===== src/rtl/b01_serial_adder_mc_if.sv =====
// rtl/b01_serial_adder_mc_if.sv - beat/result bundle for the multi-lane serial adder
interface b01_serial_adder_mc_if #(
  parameter int LANES = 2
);
  logic             valid_in;
  logic             sof;
  logic             mode;
  logic [LANES-1:0] line1;
  logic [LANES-1:0] line2;
  logic [LANES-1:0] outp;
  logic [LANES-1:0] overflw;
  logic             frame_done;
  logic             busy;

  modport master (
    output valid_in, sof, mode, line1, line2,
    input  outp, overflw, frame_done, busy
  );

  modport slave (
    input  valid_in, sof, mode, line1, line2,
    output outp, overflw, frame_done, busy
  );
endinterface


===== src/rtl/b01_serial_adder_mc.sv =====
// rtl/b01_serial_adder_mc.sv - multi-lane LSB-first serial add/subtract with frame sync
module b01_serial_adder_mc #(
  parameter int LANES = 2,
  parameter int WIDTH = 8
) (
  input logic                  clock,
  input logic                  reset,
  b01_serial_adder_mc_if.slave bus
);
  localparam int CW = (WIDTH > 1) ? $clog2(WIDTH) : 1;
  localparam logic [CW-1:0] LAST = CW'(WIDTH - 1);

  typedef enum logic {IDLE, RUN} state_t;

  state_t           state, state_n;
  logic [CW-1:0]    cnt, cnt_n;
  logic [LANES-1:0] carry, carry_n;
  logic [LANES-1:0] outp_q, outp_n;
  logic [LANES-1:0] ovf_q, ovf_n;
  logic             mode_q, mode_n;
  logic             done_q, done_n;

  logic             op;
  logic [LANES-1:0] cin, beff, sum, cout;

  // Subtract is A + ~B + 1: invert B and seed the carry with the mode bit.
  always_comb begin
    state_n = state;
    cnt_n   = cnt;
    carry_n = carry;
    outp_n  = outp_q;
    ovf_n   = ovf_q;
    mode_n  = mode_q;
    done_n  = 1'b0;

    op   = bus.sof ? bus.mode : mode_q;
    cin  = bus.sof ? {LANES{bus.mode}} : carry;
    beff = bus.line2 ^ {LANES{op}};
    sum  = bus.line1 ^ beff ^ cin;
    cout = (bus.line1 & beff) | (bus.line1 & cin) | (beff & cin);

    if (bus.valid_in && (bus.sof || state == RUN)) begin
      outp_n  = sum;
      carry_n = cout;
      mode_n  = op;
      if (bus.sof) begin
        ovf_n = '0;
      end
      if ((bus.sof && WIDTH == 1) || (!bus.sof && cnt == LAST)) begin
        ovf_n   = cout ^ {LANES{op}};
        done_n  = 1'b1;
        cnt_n   = '0;
        state_n = IDLE;
      end else begin
        cnt_n   = bus.sof ? CW'(1) : cnt + CW'(1);
        state_n = RUN;
      end
    end
  end

  always_ff @(posedge clock or posedge reset) begin
    if (reset) begin
      state  <= IDLE;
      cnt    <= '0;
      carry  <= '0;
      outp_q <= '0;
      ovf_q  <= '0;
      mode_q <= 1'b0;
      done_q <= 1'b0;
    end else begin
      state  <= state_n;
      cnt    <= cnt_n;
      carry  <= carry_n;
      outp_q <= outp_n;
      ovf_q  <= ovf_n;
      mode_q <= mode_n;
      done_q <= done_n;
    end
  end

  assign bus.outp       = outp_q;
  assign bus.overflw    = ovf_q;
  assign bus.frame_done = done_q;
  assign bus.busy       = (state == RUN);
endmodule


===== src/flat_wrapper.sv =====
// flat-port wrapper written by rule: the top's interface ports become plain ports
module b01_serial_adder_mc_flat 
#(
  parameter int LANES = 2,
  parameter int WIDTH = 8
)
  (clock, reset, bus_valid_in, bus_sof, bus_mode, bus_line1, bus_line2, bus_outp, bus_overflw, bus_frame_done, bus_busy);
  b01_serial_adder_mc_if #(.LANES(LANES)) bus_i ();
  input logic clock;
  input logic reset;
  input wire logic [$bits(bus_i.valid_in)-1:0] bus_valid_in;
  input wire logic [$bits(bus_i.sof)-1:0] bus_sof;
  input wire logic [$bits(bus_i.mode)-1:0] bus_mode;
  input wire logic [$bits(bus_i.line1)-1:0] bus_line1;
  input wire logic [$bits(bus_i.line2)-1:0] bus_line2;
  output wire logic [$bits(bus_i.outp)-1:0] bus_outp;
  output wire logic [$bits(bus_i.overflw)-1:0] bus_overflw;
  output wire logic [$bits(bus_i.frame_done)-1:0] bus_frame_done;
  output wire logic [$bits(bus_i.busy)-1:0] bus_busy;
  assign bus_i.valid_in = bus_valid_in;
  assign bus_i.sof = bus_sof;
  assign bus_i.mode = bus_mode;
  assign bus_i.line1 = bus_line1;
  assign bus_i.line2 = bus_line2;
  assign bus_outp = bus_i.outp;
  assign bus_overflw = bus_i.overflw;
  assign bus_frame_done = bus_i.frame_done;
  assign bus_busy = bus_i.busy;
  b01_serial_adder_mc #(.LANES(LANES), .WIDTH(WIDTH)) u_core (.clock(clock), .reset(reset), .bus(bus_i));
endmodule

===== config.mk =====
export PLATFORM = sky130hd
export DESIGN_NAME = b01_serial_adder_mc_flat
export DESIGN_NICKNAME = d
export VERILOG_FILES = /design/src/rtl/b01_serial_adder_mc_if.sv /design/src/rtl/b01_serial_adder_mc.sv /design/src/flat_wrapper.sv
export SDC_FILE = /design/constraint.sdc
export NUM_CORES = 1
export LEC_CHECK = 0
export BUFFER_PORTS_ARGS = -buffer_cell sky130_fd_sc_hd__buf_2
export CORE_MARGIN = 5
export CORE_UTILIZATION = 44
export CTS_CLUSTER_SIZE = 20
export DETAILED_ROUTE_END_ITERATION = 10
export PLACE_DENSITY_LB_ADDON = 0.2
export SLEW_MARGIN = 20
export SYNTH_ARGS = -nofsm -noshare
export SYNTH_HDL_FRONTEND = slang
export SYNTH_SLANG_ARGS = --single-unit

===== constraint.sdc =====
create_clock -name clock -period 1.9 [get_ports clock]
set_clock_uncertainty 0.1 [all_clocks]
set_input_delay 0.285 -clock clock [delete_from_list [all_inputs] [get_ports clock]]
set_output_delay 0.285 -clock clock [all_outputs]
set_load 0.01 [all_outputs]

Word-level counts from Yosys, hierarchy flattened
Index checks and enable logic that the tools add are counted.
{"block": "op_classes", "add_sub_neg": 1, "eq_ne": 1, "muxes": 9, "bitwise": 9, "reduce_logical": 6}
{"op": "2-bit XOR", "n": 4}
{"op": "2-bit AND", "n": 3}
{"op": "2-bit two-way mux", "n": 3}
{"op": "3-bit two-way mux", "n": 2}
{"op": "1-bit two-way mux", "n": 4}
{"op": "2-bit bitwise OR", "n": 2}
{"op": "3-bit by 1-bit adder with 3-bit output, second input constant", "n": 1}
{"op": "3-bit == test, second input constant", "n": 1}
{"op": "1-bit logical AND", "n": 2}
{"op": "2-bit AND reduction", "n": 1}
{"op": "2-bit nonzero test", "n": 1}
{"op": "1-bit zero test", "n": 1}
{"op": "1-bit logical OR", "n": 1}
{"block": "word_totals", "reg_bits": 12, "in_bits": 9, "output_inout_bits": 6, "elab_cells": 33}

Logic depth before layout (Yosys ltp)
{"block": "depth", "ltp_word": 7, "mapped_depth": 6, "mapped_depth_nobuf": 5}

Worst setup path after synthesis
Ideal clock, no wire load.
{"block": "synth_path", "path_kind": "input port to flip-flop", "start": "input bus_sof", "end": "register u_core.ovf_q[0] (netlist: u_core.bus.overflw[0])", "setup_time_ns": 0.122, "arrival_time_ns": 1.558, "required_ns": 1.678, "setup_slack_ns": 0.120, "path_stages": 6, "n_path_buf": 1, "path_cell_list": "buf_6 > mux2i_1 > xnor2_1 > fa_1 > xor2_1 > a32o_1"}
{"block": "synth_via", "elab_chain_cells": 7, "elab_cells_between_ends": 16, "cone_classes": "3 x mux; 7 x bitwise; 6 x reduce/logical"}
{"element": "start, declared", "line": "flat_wrapper.sv:12", "source": "input wire logic [$bits(bus_i.sof)-1:0] bus_sof;"}
{"element": "1-bit two-way mux", "line": "b01_serial_adder_mc.sv:36", "source": "op = bus.sof ? bus.mode : mode_q;"}
{"element": "2-bit XOR", "line": "b01_serial_adder_mc.sv:38", "source": "beff = bus.line2 ^ {LANES{op}};"}
{"element": "2-bit AND", "line": "b01_serial_adder_mc.sv:40", "source": "cout = (bus.line1 & beff) | (bus.line1 & cin) | (beff & cin);"}
{"element": "2-bit bitwise OR", "line": "b01_serial_adder_mc.sv:40"}
{"element": "2-bit bitwise OR *", "line": "b01_serial_adder_mc.sv:40"}
{"element": "named net u_core.cout[0]", "line": "b01_serial_adder_mc.sv:24", "source": "logic [LANES-1:0] cin, beff, sum, cout;"}
{"element": "2-bit XOR *", "line": "b01_serial_adder_mc.sv:50", "source": "ovf_n = cout ^ {LANES{op}};"}
{"element": "2-bit two-way mux *", "line": "b01_serial_adder_mc.sv:49", "source": "if ((bus.sof && WIDTH == 1) || (!bus.sof && cnt == LAST)) begin"}
{"element": "end signal, assigned", "line": "b01_serial_adder_mc.sv:75", "source": "ovf_q <= ovf_n;"}
{"element": "end, declared", "line": "b01_serial_adder_mc.sv:19", "source": "logic [LANES-1:0] ovf_q, ovf_n;"}
The timed path passes the listed nets; every way through them passes the cells marked *.
A chain may end at the register's enable or synchronous reset.

Final worst setup path
{"block": "layout_path", "start": "register u_core.mode_q", "end": "register u_core.ovf_q[0] (netlist: u_core.bus.overflw[0])"}
{"block": "layout_via", "elab_chain_cells": 7, "elab_cells_between_ends": 8, "cone_classes": "2 x mux; 6 x bitwise"}
{"element": "start, declared", "line": "b01_serial_adder_mc.sv:20", "source": "logic mode_q, mode_n;"}
{"element": "start signal, assigned", "line": "b01_serial_adder_mc.sv:76", "source": "mode_q <= mode_n;"}
{"element": "1-bit two-way mux *", "line": "b01_serial_adder_mc.sv:36"}
{"element": "2-bit XOR *", "line": "b01_serial_adder_mc.sv:38"}
{"element": "2-bit AND", "line": "b01_serial_adder_mc.sv:40"}
{"element": "2-bit bitwise OR", "line": "b01_serial_adder_mc.sv:40"}
{"element": "2-bit bitwise OR *", "line": "b01_serial_adder_mc.sv:40"}
{"element": "named net u_core.cout[0]", "line": "b01_serial_adder_mc.sv:24"}
{"element": "2-bit XOR *", "line": "b01_serial_adder_mc.sv:50"}
{"element": "2-bit two-way mux *", "line": "b01_serial_adder_mc.sv:49"}
Marked as above.

==> impl_results.md <==
* Status: complete, no violations
* Layout cell share with drive strength beyond 1 at 47.0%
* Routed WL at 1130 um
* Post-synth top area share at 48.3%
* Post-route setup slack at 0.142 ns
* Cell Count, Final, Fillers Out at 81
* 1st-pass router iterations at 4
* Core area at 1320 um^2
* Yosys Warn Count at 0
* Nets at 81
* CTS Sinks at 12
* Initial Util at 47.2%
* Startpoint Class: flip-flop
* Setup slack after placement at 0.00281 ns
* Root Driver: clkbuf_4
* Hold slack at 0.205 ns
* Final ANT Viol Nets at 0
* Initial DRC count at 6
* Fraction of the mapped netlist area in compound gates at 9.05%
* Largest net degree at the start of global routing at 13
* Synth Area in XOR/XNOR at 5.63%
* Max-cap violations at 0
* Largest cells by area after synthesis: dfrtp_1 (48%), mux2_2 (14%), fa_1 (6.4%), ha_1 (4.0%), a32o_1 (3.2%)
* Syn avg cell area at 13.2 um^2
* Vias in the first global route at 455
* PD cells at 990 nW/um^2
* Crit-path max FO at 2
* Mapped cell area at 622 um^2
* Site Rows at 13
* Number of distinct library cells after synthesis at 18
* Setup_tns at 0 ns
* Tot Pwr at 0.743 mW
* Final RePlAce weighted congestion at 0.725
* Finished Core Util at 57.0%
* Final HPWL DP at 891 um
* Gr ovfl total at 0
* P_leak at 0.365 nW
* Hold Fails Final Rpt at 0
* Syn Nets at 60
* DP Area at 714 um^2
* Final Critical Period at 1.76 ns
* Unrepaired setup endpoints after global routing: no
* Multi-input combinational cell area at 303 um^2
* Io pins at 15
* Post-Synth Simple-Gate Area at 6.84%
* First-pass GRT wire length at 1930 um
* Via Count at 429
* Max Used Layer: met3
* Htree depth at 1
* Worst-Skew Late Latency at 0.26 ns
* Hold Path Class: primary input to flip-flop
* Max frequency at 569 MHz
* CP Data Arrival Time at 1.81 ns
* DIE AREA at 2270 um^2
* Final Max Slew Viols at 0
* Least-Margin Pin Slew at 0.454 ns
* WL/cell at 13.9 um
* DP Cell Count at 77
* Initial antenna violation count at 0
* Required time of the worst setup path at 1.95 ns
* Largest family of logic cells by synthesized area: multiplexers
* Worst-path clk slew at 0.06 ns
* Die extent in x at 47.6 um
* Routed vias/inst at 5.30
* Inserted Diodes at 0
* Detail Route met3 WL at 48 um
* Register area at 300 um^2
* Filler cell count at 115
* Residual DRC at 0
* Total CTS buffers at 3
* Slew HR at 69.7%
* Type of the worst setup path: flip-flop to flip-flop
* Postcts setup bufs at 0
* Max VDD drop at 0.000512 V
* Final worst-path cycle share at 92.5%
* WL met1 at 493 um
* Final Cell Area at 751 um^2
* # port buffers at 14
* Mapped Cells at 47
* Post-synthesis mux area share at 16.1%
* TritonCTS clock tree: built
* Post-synthesis sequential area ratio at 48.3%
* Area growth from synthesis to layout at 20.7%
* Final setup vio count at 0
* Synth Register Bits at 12
* CTS max path bufs at 2
* Synth Area in Adders at 10.5%
* GRT Resource Usage Total at 12.6%
* Worst Setup End Kind: flip-flop
* Synth area leader: dfrtp_1
* Die height at 47.6 um
* Met2 WL at 584 um
routing by layer:
metal	vias up	GRT usage, %
li1	206	-
met1	216	14.0
met2	7	21.9
met3	0	5.64
met4	0	3.23
met5	-	0
cells in the mapped netlist:
cell type / n
nand2_1: 3
fa_1: 2
mux2i_1: 1
and4b_2: 1
buf_6: 1
xor2_1: 2
o21ai_0: 2
mux2_2: 8
a32o_1: 2
dfrtp_1: 12
ha_1: 2
nor3b_1: 2
a22o_2: 1
o21ai_2: 1
o21bai_1: 1
xnor2_1: 2
nand3_1: 1
inv_1: 3
registers in the layout (all words and copies together), names as in the netlist:
register,flops
u_core.bus.frame_done,1
u_core.bus.outp,2
u_core.bus.overflw,2
u_core.carry,2
u_core.bus.busy,1
u_core.cnt,3
u_core.mode_q,1
worst paths after layout:
| path | from | endpoint | slack, ns | cells past startpoint |
|---|---|---|---|---|
| min in group asynchronous | reset | u_core.bus.outp[0] | 0.46 | 3 |
| min reg2reg | u_core.bus.outp[1] | u_core.bus.outp[1] | 0.40 | 1 |
| max | u_core.mode_q | u_core.bus.overflw[0] | 0.14 | 5 |
| min | bus_mode | u_core.mode_q | 0.20 | 2 |
| max reg2reg | u_core.mode_q | u_core.bus.overflw[0] | 0.14 | 5 |
| max in group asynchronous | reset | u_core.carry[0] | 0.92 | 3 |
what timing repair did:
action | CTS | global route
setup endpoints to repair | 0 | 1
resized for setup | 0 | 1
endpoints found under the hold margin | 12 | 0
hold buffers | 1 | 0
power breakdown:
group          total (mW)  switching, mW  internal [mW]
sequential          0.356         0.0362          0.320
combinational       0.241          0.105          0.136
clock               0.145         0.0724         0.0730
layout by cell type, fill, tap and decap left out:
master	Yosys	layout
a22o_2	1	1
a32o_1	2	2
and4b_2	1	1
buf_2	0	14
buf_4	0	2
clkbuf_4	0	3
dfrtp_1	12	12
dlygate4sd3_1	0	1
fa_1	2	2
ha_1	2	2
inv_1	3	3
mux2_2	8	8
mux2i_2	0	1
nand2_1	3	3
nand3_1	1	1
nor3b_1	2	2
o21ai_0	2	2
o21ai_2	1	1
o21bai_1	1	1
xnor2_1	2	2
xor2_1	2	2
final cells by class:
type	instances	share of cell area, %
inverter	3	1.50
timing repair buffer	17	12.7
clock buffer	3	3.00
sequential	12	40.0
multi-input combinational	31	40.3
tap	15	2.50
cells by family after synthesis:
logic type                 count (synthesis)
DFF                                       12
muxes                                      9
AOI/OAI and AO/OA                          7
and+or+nand+nor                            7
xor gates and xnor gates                   4
buffers and inverters                      4
adders and majority gates                  4
critical path, cell delays in order, from the launching register on:
cell and delay [ns]:
dfrtp_1 0.38, mux2i_2 0.21, xnor2_1 0.12, fa_1 0.45
xor2_1 0.18, a32o_1 0.21
No activity file was read; power rests on OpenSTA's default activity.
